==> src/rtl/serial_addsub_pkg.sv <==
// Shared types and helpers for the bit-serial add/subtract engine.
package serial_addsub_pkg;

  typedef enum logic [1:0] {
    IDLE = 2'd0,
    RUN  = 2'd1,
    DONE = 2'd2
  } state_e;

  localparam logic OP_ADD = 1'b0;
  localparam logic OP_SUB = 1'b1;

  // Bit counter width: counts 0..w-1, so clog2(w) bits suffice (w >= 2).
  function automatic int cnt_w(input int w);
    return $clog2(w);
  endfunction

endpackage

==> src/rtl/fas.sv <==
// Single-bit full adder/subtractor cell: b is inverted when s_op=1 so a
// carry-in of 1 on the first bit yields two's-complement subtraction.
module fas (
  input  logic a,
  input  logic b,
  input  logic cin,
  input  logic s_op,
  output logic s,
  output logic cout
);

  logic b_eff;

  // Sum and majority carry on the effective (possibly inverted) b.
  always_comb begin
    b_eff = b ^ s_op;
    s     = a ^ b_eff ^ cin;
    cout  = (a & b_eff) | (a & cin) | (b_eff & cin);
  end

endmodule

==> src/rtl/serial_addsub.sv <==
// Bit-serial WIDTH-bit add/subtract engine: one fas cell, LSB first,
// valid/ready on both sides. Optional macro SERIAL_ADDSUB_OVF_EN enables the
// signed-overflow flag; without it out_ovf is held at 0.
module serial_addsub
  import serial_addsub_pkg::*;
#(
  parameter int WIDTH = 8
) (
  input  logic             clk,
  input  logic             rst,
  input  logic             in_valid,
  output logic             in_ready,
  input  logic [WIDTH-1:0] in_a,
  input  logic [WIDTH-1:0] in_b,
  input  logic             in_op,
  output logic             out_valid,
  input  logic             out_ready,
  output logic [WIDTH-1:0] out_sum,
  output logic             out_cout,
  output logic             out_zero,
  output logic             out_ovf
);

  localparam int CW = cnt_w(WIDTH);

  state_e           state;
  logic [WIDTH-1:0] sa, sb, res;
  logic             op, carry;
  logic [CW-1:0]    cnt;
  logic             s, cout;
  logic [WIDTH-1:0] res_nxt;
  logic             ovf_nxt;

  fas u_fas (
    .a    (sa[0]),
    .b    (sb[0]),
    .cin  (carry),
    .s_op (op),
    .s    (s),
    .cout (cout)
  );

  // Result grows from the MSB end so the last bit lands it fully aligned.
  always_comb begin
    res_nxt = {s, res[WIDTH-1:1]};
`ifdef SERIAL_ADDSUB_OVF_EN
    // In the final cycle carry holds the carry into the MSB.
    ovf_nxt = carry ^ cout;
`else
    ovf_nxt = 1'b0;
`endif
  end

  // Control FSM plus operand shifters and registered result/flags.
  always_ff @(posedge clk) begin
    if (rst) begin
      state     <= IDLE;
      in_ready  <= 1'b1;
      out_valid <= 1'b0;
      out_sum   <= '0;
      out_cout  <= 1'b0;
      out_zero  <= 1'b0;
      out_ovf   <= 1'b0;
      cnt       <= '0;
      carry     <= 1'b0;
      sa        <= '0;
      sb        <= '0;
      res       <= '0;
      op        <= OP_ADD;
    end else begin
      case (state)
        IDLE: begin
          if (in_valid && in_ready) begin
            sa       <= in_a;
            sb       <= in_b;
            op       <= in_op;
            carry    <= in_op;  // seeds the +1 of two's-complement subtract
            cnt      <= '0;
            res      <= '0;
            in_ready <= 1'b0;
            state    <= RUN;
          end
        end
        RUN: begin
          sa    <= sa >> 1;
          sb    <= sb >> 1;
          res   <= res_nxt;
          carry <= cout;
          cnt   <= cnt + 1'b1;
          if (cnt == CW'(WIDTH - 1)) begin
            out_valid <= 1'b1;
            out_sum   <= res_nxt;
            out_cout  <= cout;
            out_zero  <= (res_nxt == '0);
            out_ovf   <= ovf_nxt;
            state     <= DONE;
          end
        end
        DONE: begin
          // IDLE always follows, so nothing is accepted on this edge.
          if (out_ready) begin
            out_valid <= 1'b0;
            in_ready  <= 1'b1;
            state     <= IDLE;
          end
        end
        default: state <= IDLE;
      endcase
    end
  end

endmodule

==> config.mk <==
export PLATFORM = sky130hd
export DESIGN_NAME = serial_addsub
export DESIGN_NICKNAME = d
export VERILOG_FILES = /design/src/rtl/serial_addsub_pkg.sv /design/src/rtl/fas.sv /design/src/rtl/serial_addsub.sv
export SDC_FILE = /design/constraint.sdc
export NUM_CORES = 1
export LEC_CHECK = 0
export CAP_MARGIN = 20
export CORE_MARGIN = 3
export CORE_UTILIZATION = 60
export CTS_BUF_LIST = sky130_fd_sc_hd__clkbuf_4
export CTS_CLUSTER_DIAMETER = 50
export DETAILED_ROUTE_END_ITERATION = 8
export DONT_BUFFER_PORTS = 1
export GPL_ROUTABILITY_DRIVEN = 1
export PLACE_DENSITY = 0.73
export SYNTH_ARGS = -nofsm -noshare
export SYNTH_HDL_FRONTEND = slang
export SYNTH_HIERARCHICAL = 1
export SYNTH_SLANG_ARGS = --single-unit
==> constraint.sdc <==
create_clock -name clk -period 2.2 [get_ports clk]
set_clock_uncertainty 0.15 [all_clocks]
set_input_delay 0.22 -clock clk [delete_from_list [all_inputs] [get_ports clk]]
set_output_delay 0.22 -clock clk [all_outputs]
set_load 0.02 [all_outputs]
Word-level counts from Yosys, hierarchy flattened
Cells that the tools add are included.
{"block": "word_totals", "regBits": 43, "in_bits": 21, "out_inout_bits": 13, "elab_cells": 59}
{"block": "classes", "add_sub_neg": 1, "eq_ne": 6, "muxes": 20, "n_bitwise": 8, "reduce_logical": 12}
{"operator": "8-bit case mux with 2 select lines", "n": 3}
{"operator": "8-bit 2-to-1 mux", "n": 3}
{"operator": "3-bit AND reduction", "n": 3}
{"operator": "8-bit zero test", "n": 1}
{"operator": "2-bit 2-to-1 mux", "n": 3}
{"operator": "2-bit inequality test, second input constant", "n": 3}
{"operator": "1-bit case mux with 2 select lines", "n": 3}
{"operator": "2-bit case mux with 3 select lines", "n": 1}
{"operator": "3-bit case mux with 2 select lines", "n": 1}
{"operator": "2-bit AND reduction", "n": 3}
{"operator": "2-bit nonzero test", "n": 3}
{"operator": "1-bit 2-to-1 mux", "n": 5}
{"operator": "3-bit by 1-bit adder with 3-bit output, second input constant", "n": 1}
{"operator": "1-bit AND", "n": 3}
{"operator": "3-bit == test, second input constant", "n": 1}
{"operator": "3-bit 2-to-1 mux", "n": 1}
{"operator": "1-bit XOR", "n": 3}
{"operator": "2-bit by 1-bit == test with 1-bit output, second input constant", "n": 1}
{"operator": "2-bit == test, second input constant", "n": 1}
{"operator": "2-bit zero test", "n": 1}
{"operator": "1-bit bitwise OR", "n": 2}
{"operator": "1-bit logical AND", "n": 1}

Depth between registers and ports, before layout
{"block": "logic_depth", "ltp_word": 5, "mapped_depth": 6, "depth_no_buf": 6}

Hierarchy
The synthesis kept the hierarchy.
{"module": "serial_addsub", "instances": 1, "cells_per_inst": 174, "area_each_um2": 1796.7, "seq_area_each_um2": 840.8}
{"module": "fas", "instances": 1, "cells_per_inst": 6, "area_each_um2": 43.8, "seq_area_each_um2": 0.0}

Worst setup path before layout
Ideal clock, no wire load.
{"block": "synth_path", "path_type": "reg2reg", "startpoint": "register op", "endpoint": "register out_zero", "setup_ns": 0.061, "arrival_ns": 1.594, "required_ns": 1.989, "setup_slack_ns": 0.395, "stages_incl_launch_ff": 7, "n_path_buf": 0, "synth_period_minus_slack_ns": 1.805, "cell_sequence": "dfxtp_1 > xnor2_1 > fa_1 > inv_1 > or4_1 > nor2_1 > a32o_1"}
{"block": "synth_via", "elab_chain_cells": 4}
{"item": "start: declaration", "line_no": "serial_addsub.sv:28", "source": "logic op, carry;"}
{"item": "start signal: assignment", "line_no": "serial_addsub.sv:76", "source": "op <= in_op;"}
{"item": "1-bit XOR", "line_no": "fas.sv:16", "source": "b_eff = b ^ s_op;"}
{"item": "1-bit XOR (2 in a row)", "line_no": "fas.sv:17", "source": "s = a ^ b_eff ^ cin;"}
{"item": "named net s", "line_no": "serial_addsub.sv:30", "source": "logic s, cout;"}
{"item": "8-bit zero test", "line_no": "serial_addsub.sv:94", "source": "out_zero <= (res_nxt == '0);"}
{"item": "end signal: assignment", "line_no": "serial_addsub.sv:94"}
{"item": "end: declaration", "line_no": "serial_addsub.sv:20", "source": "output logic out_zero,"}
The timed path passes the listed nets, and every way through them passes these cells.
A chain may end at the register's enable or synchronous reset.

Worst setup path in the final report
{"block": "layout_path", "startpoint": "register sb[0]", "endpoint": "register out_zero"}
{"block": "layout_via", "elab_chain_cells": 4}
{"item": "start: declaration", "line_no": "serial_addsub.sv:27", "source": "logic [WIDTH-1:0] sa, sb, res;"}
{"item": "start signal: assignment", "line_no": "serial_addsub.sv:75", "source": "sb <= in_b;"}
{"item": "start signal: assignment", "line_no": "serial_addsub.sv:86", "source": "sb <= sb >> 1;"}
{"item": "1-bit XOR", "line_no": "fas.sv:16"}
{"item": "1-bit XOR (2 in a row)", "line_no": "fas.sv:17"}
{"item": "named net s", "line_no": "serial_addsub.sv:30"}
{"item": "8-bit zero test", "line_no": "serial_addsub.sv:94"}
The timed path passes the listed nets, and every way through them passes these cells.

==> qor.csv <==
stage,metric,value,unit
grt,grtUsageMet3,0.04193,
logic_synthesis,synth_area_leaders,"dfxtp_1 46%, mux2i_1 11%, a21oi_1 6.3%",
critical_path,crit_path_start_kind,flip-flop,
detailed_routing,via_per_inst,5.942,
clocking,postCtsSetupBuffers,0,
grt,antenna_found_initial,0,
logic_synthesis,synth_edf_count,0,
placed_design,dp_hpwl,2.366,mm
floorplan,dieArea,3768,um^2
grt,groute.usage.overall,0.2124,
sta,fmax,524.8,MHz
power,power_density,760.0,nW/um^2
critical_path,cpMaxStageDelayCell,fa_1,
detailed_routing,wl,3.664,mm
grt,grt.busiest_layer,met2,
layout,diodes,0,
hold_path,min_path_type,in -> reg,
sta,min_period_over_period,0.8662,
detailed_routing,ant_nets,0,
detailed_routing,wl_per_cell,16.28,um
clocking,cts_buffer_depth,2,
floorplan,num_rows,19,
critical_path,crit_path_end_kind,flip-flop,
sta,period_needed,1.906,ns
sta,finalSetupViolCount,0,
logic_synthesis,yosys.area.top_type,dfxtp_1,
sta,finalHoldViolations,0,
logic_synthesis,synth-seq-cells,42,
detailed_routing,drt_first_pass_iters,4,
detailed_routing,via_count,1337,
logic_synthesis,syn_inst,180,
logic_synthesis,synth_top_area_frac,0.4568,
logic_synthesis,ys_top_cells_by_count,"42 x dfxtp_1, 23 x a21oi_1, 21 x mux2i_1",
layout,stdcell_count,225,
grt,grt_use_met2,0.3293,
layout,nNetsFinal,217,
detailed_routing,drt_iter0_markers,73,
clocking,cts_max_level,2,
logic_synthesis,ys_async_sr_fraction,0,
placed_design,dp.cells,197,
critical_path,critPathTopFamily,simple AND/OR/NAND/NOR gates,
layout,n_fill_cell,206,
grt,grt_pass1_wl,5.782,mm
hold_path,hp-start,rst,
status,status,finished clean,
sta,tightest_slew,0.7763,ns
floorplan,fp.dieH,61.39,um
clocking,cts_sinks,42,
clocking,clock-root-buffer,clkbuf_4,
clocking,clock_latency,0.35,ns
placed_design,place_congestion,0.7030,
critical_path,critPathRequiredTime,2.35,ns
critical_path,rr_worst_depth,6,
grt,use_met1,0.2910,
hold_path,min_delay_path_depth,2,
critical_path,r2r_start,sb[0],
logic_synthesis,synth.distinct_cells,36,
logic_synthesis,ys_seq_area_frac,0.4568,
placed_design,io_buffers,0,
detailed_routing,drc_errors,0,
logic_synthesis,ys.warnings.count,6,
grt,grt_max_degree,22,
power,p_leak,0.9167,nW
hold_path,worst_hold_path.endpoint,res[6],
floorplan,die_x,61.39,um
logic_synthesis,yosysMostFrequentCell,dfxtp_1,
power,max-vdd-ir-drop,0.8295,mV
critical_path,path_buf_inv,1,
logic_synthesis,syn_nets,204,
clocking,path_clk_slew,0.13,ns
critical_path,path_cells,xnor2_1 -> fa_1 -> inv_1 -> or4_1 -> nor2_1 -> a32o_1,
floorplan,core,2829,um^2
grt,grt_pass1_vias,1238,
sta,slew_viol_final,0,
layout,regArea,840.8,um^2
logic_synthesis,synth_ff_type,dfxtp_1,
sta,rsz0062_at_grt,no,
sta,slew_headroom,0.4808,
critical_path,critical_path_arrival,2.05,ns
critical_path,timing.rr.end,out_zero,
floorplan,start_util,0.6506,
layout,area_delta_synth_final,11.28,%
logic_synthesis,syn-cell-area,1841,um^2
logic_synthesis,synth_area_per_cell,10.23,um^2
critical_path,r2r_slack,0.29,ns
critical_path,path_class,reg -> reg,
grt,grt_remaining_overflow,0,
critical_path,critPathMaxFanout,3,
critical_path,critPathMaxStageDelay,0.48,ns
layout,multi_input_area,860.8,um^2
clocking,cts_made_buffers,5,
clocking,cts_tree,yes,
run,cap_violations,0,
layout,drive_gt1_frac,0.08247,
sta,fin_setup_tns,0,ns
floorplan,io_pins,34,
sequential cells by signal, summed over array words and instances, names as in the netlist, 2 cells and up:
name     cells
res          7
out_sum      8
cnt          3
sa           8
sb           8
state        2
layer usage:
layer,vias to the layer above,wire length [um]
li1,672,-
met1,618,1674
met2,40,1734
met3,7,200
met4,0,54
met5,-,0
layout by cell type, fill, tap and decap left out, drive strengths merged:
cell / instances
a31oi: 1
clkbuf: 5
nand3b: 1
nor2b: 2
nand3: 5
dlygate4sd3: 20
and3b: 1
dfxtp: 42
o21a: 1
buf: 1
mux2i: 21
and4bb: 1
xnor2: 1
a21oi: 23
nor3: 3
o31ai: 14
nand2b: 4
nand4bb: 1
a2bb2oi: 1
conb: 1
fa: 1
nand2: 9
o21ai: 1
a22o: 9
bufinv: 1
ha: 2
or4: 2
inv: 6
nor2: 12
clkinv: 1
a32o: 1
worst max path at each step:
stage                     to  slack (ns)  startpoint  cells after the start
floorplan           out_zero        0.40          op                      6
global placement    out_zero        0.37       sb[0]                      6
detailed placement  out_zero        0.32       sb[0]                      6
CTS                 out_zero        0.30       sb[0]                      6
global route        out_zero        0.17       sa[0]                      6
finish              out_zero        0.29       sb[0]                      6
per-stage QoR:
| step | hold WS (ns) | setup WS, ns | total power, mW | area (um^2) | util |
|---|---|---|---|---|---|
| floorplan | 0.2060 | 0.3950 | 1.043 | 1841 | - |
| global placement | 0.1424 | 0.3705 | 1.037 | 1767 | 0.6245 |
| detailed placement | 0.1438 | 0.3238 | 1.046 | 1767 | 0.6245 |
| CTS | 0.006094 | 0.2951 | 1.562 | 2048 | 0.7240 |
| global route | 0.0008650 | 0.1688 | 1.630 | 2048 | 0.7240 |
| finish | 0.01429 | 0.2944 | 1.557 | 2048 | 0.7240 |
timing repair:
action / in CTS / in global routing
hold endpoints to repair: 41 / 0
hold buffers: 20 / 0
resized for setup: 0 / 0
power breakdown:
group | internal (mW) | total [mW] | switching, mW
sequential | 0.807 | 0.840 | 0.0334
clock | 0.241 | 0.488 | 0.247
combinational | 0.101 | 0.228 | 0.127
total | 1.15 | 1.56 | 0.407
cell type report:
class | count | share of cell area
Clock buffer | 5 | 0.01833
Inverter | 5 | 0.009163
Timing Repair Buffer | 21 | 0.1014
Sequential cell | 42 | 0.4105
Tap cell | 31 | 0.01894
Multi-Input combinational cell | 118 | 0.4203
Clock inverter | 3 | 0.02138
cell families (layout without fill, tap and decap cells):
logic type               count (synthesis)  count (layout)  synth area share
multiplexers                            21              21            0.1142
flip-flops                              42              42            0.4568
other                                    1               1          0.002037
AND/OR/NAND/NOR                         41              41            0.1394
AO/OA/AOI/OAI                           51              51            0.1829
buffers and inverters                   20              34           0.07546
XOR/XNOR                                 1               1          0.004760
adder cells (fa/ha/maj)                  3               3           0.02447
(Power assumes the default switching activity.)
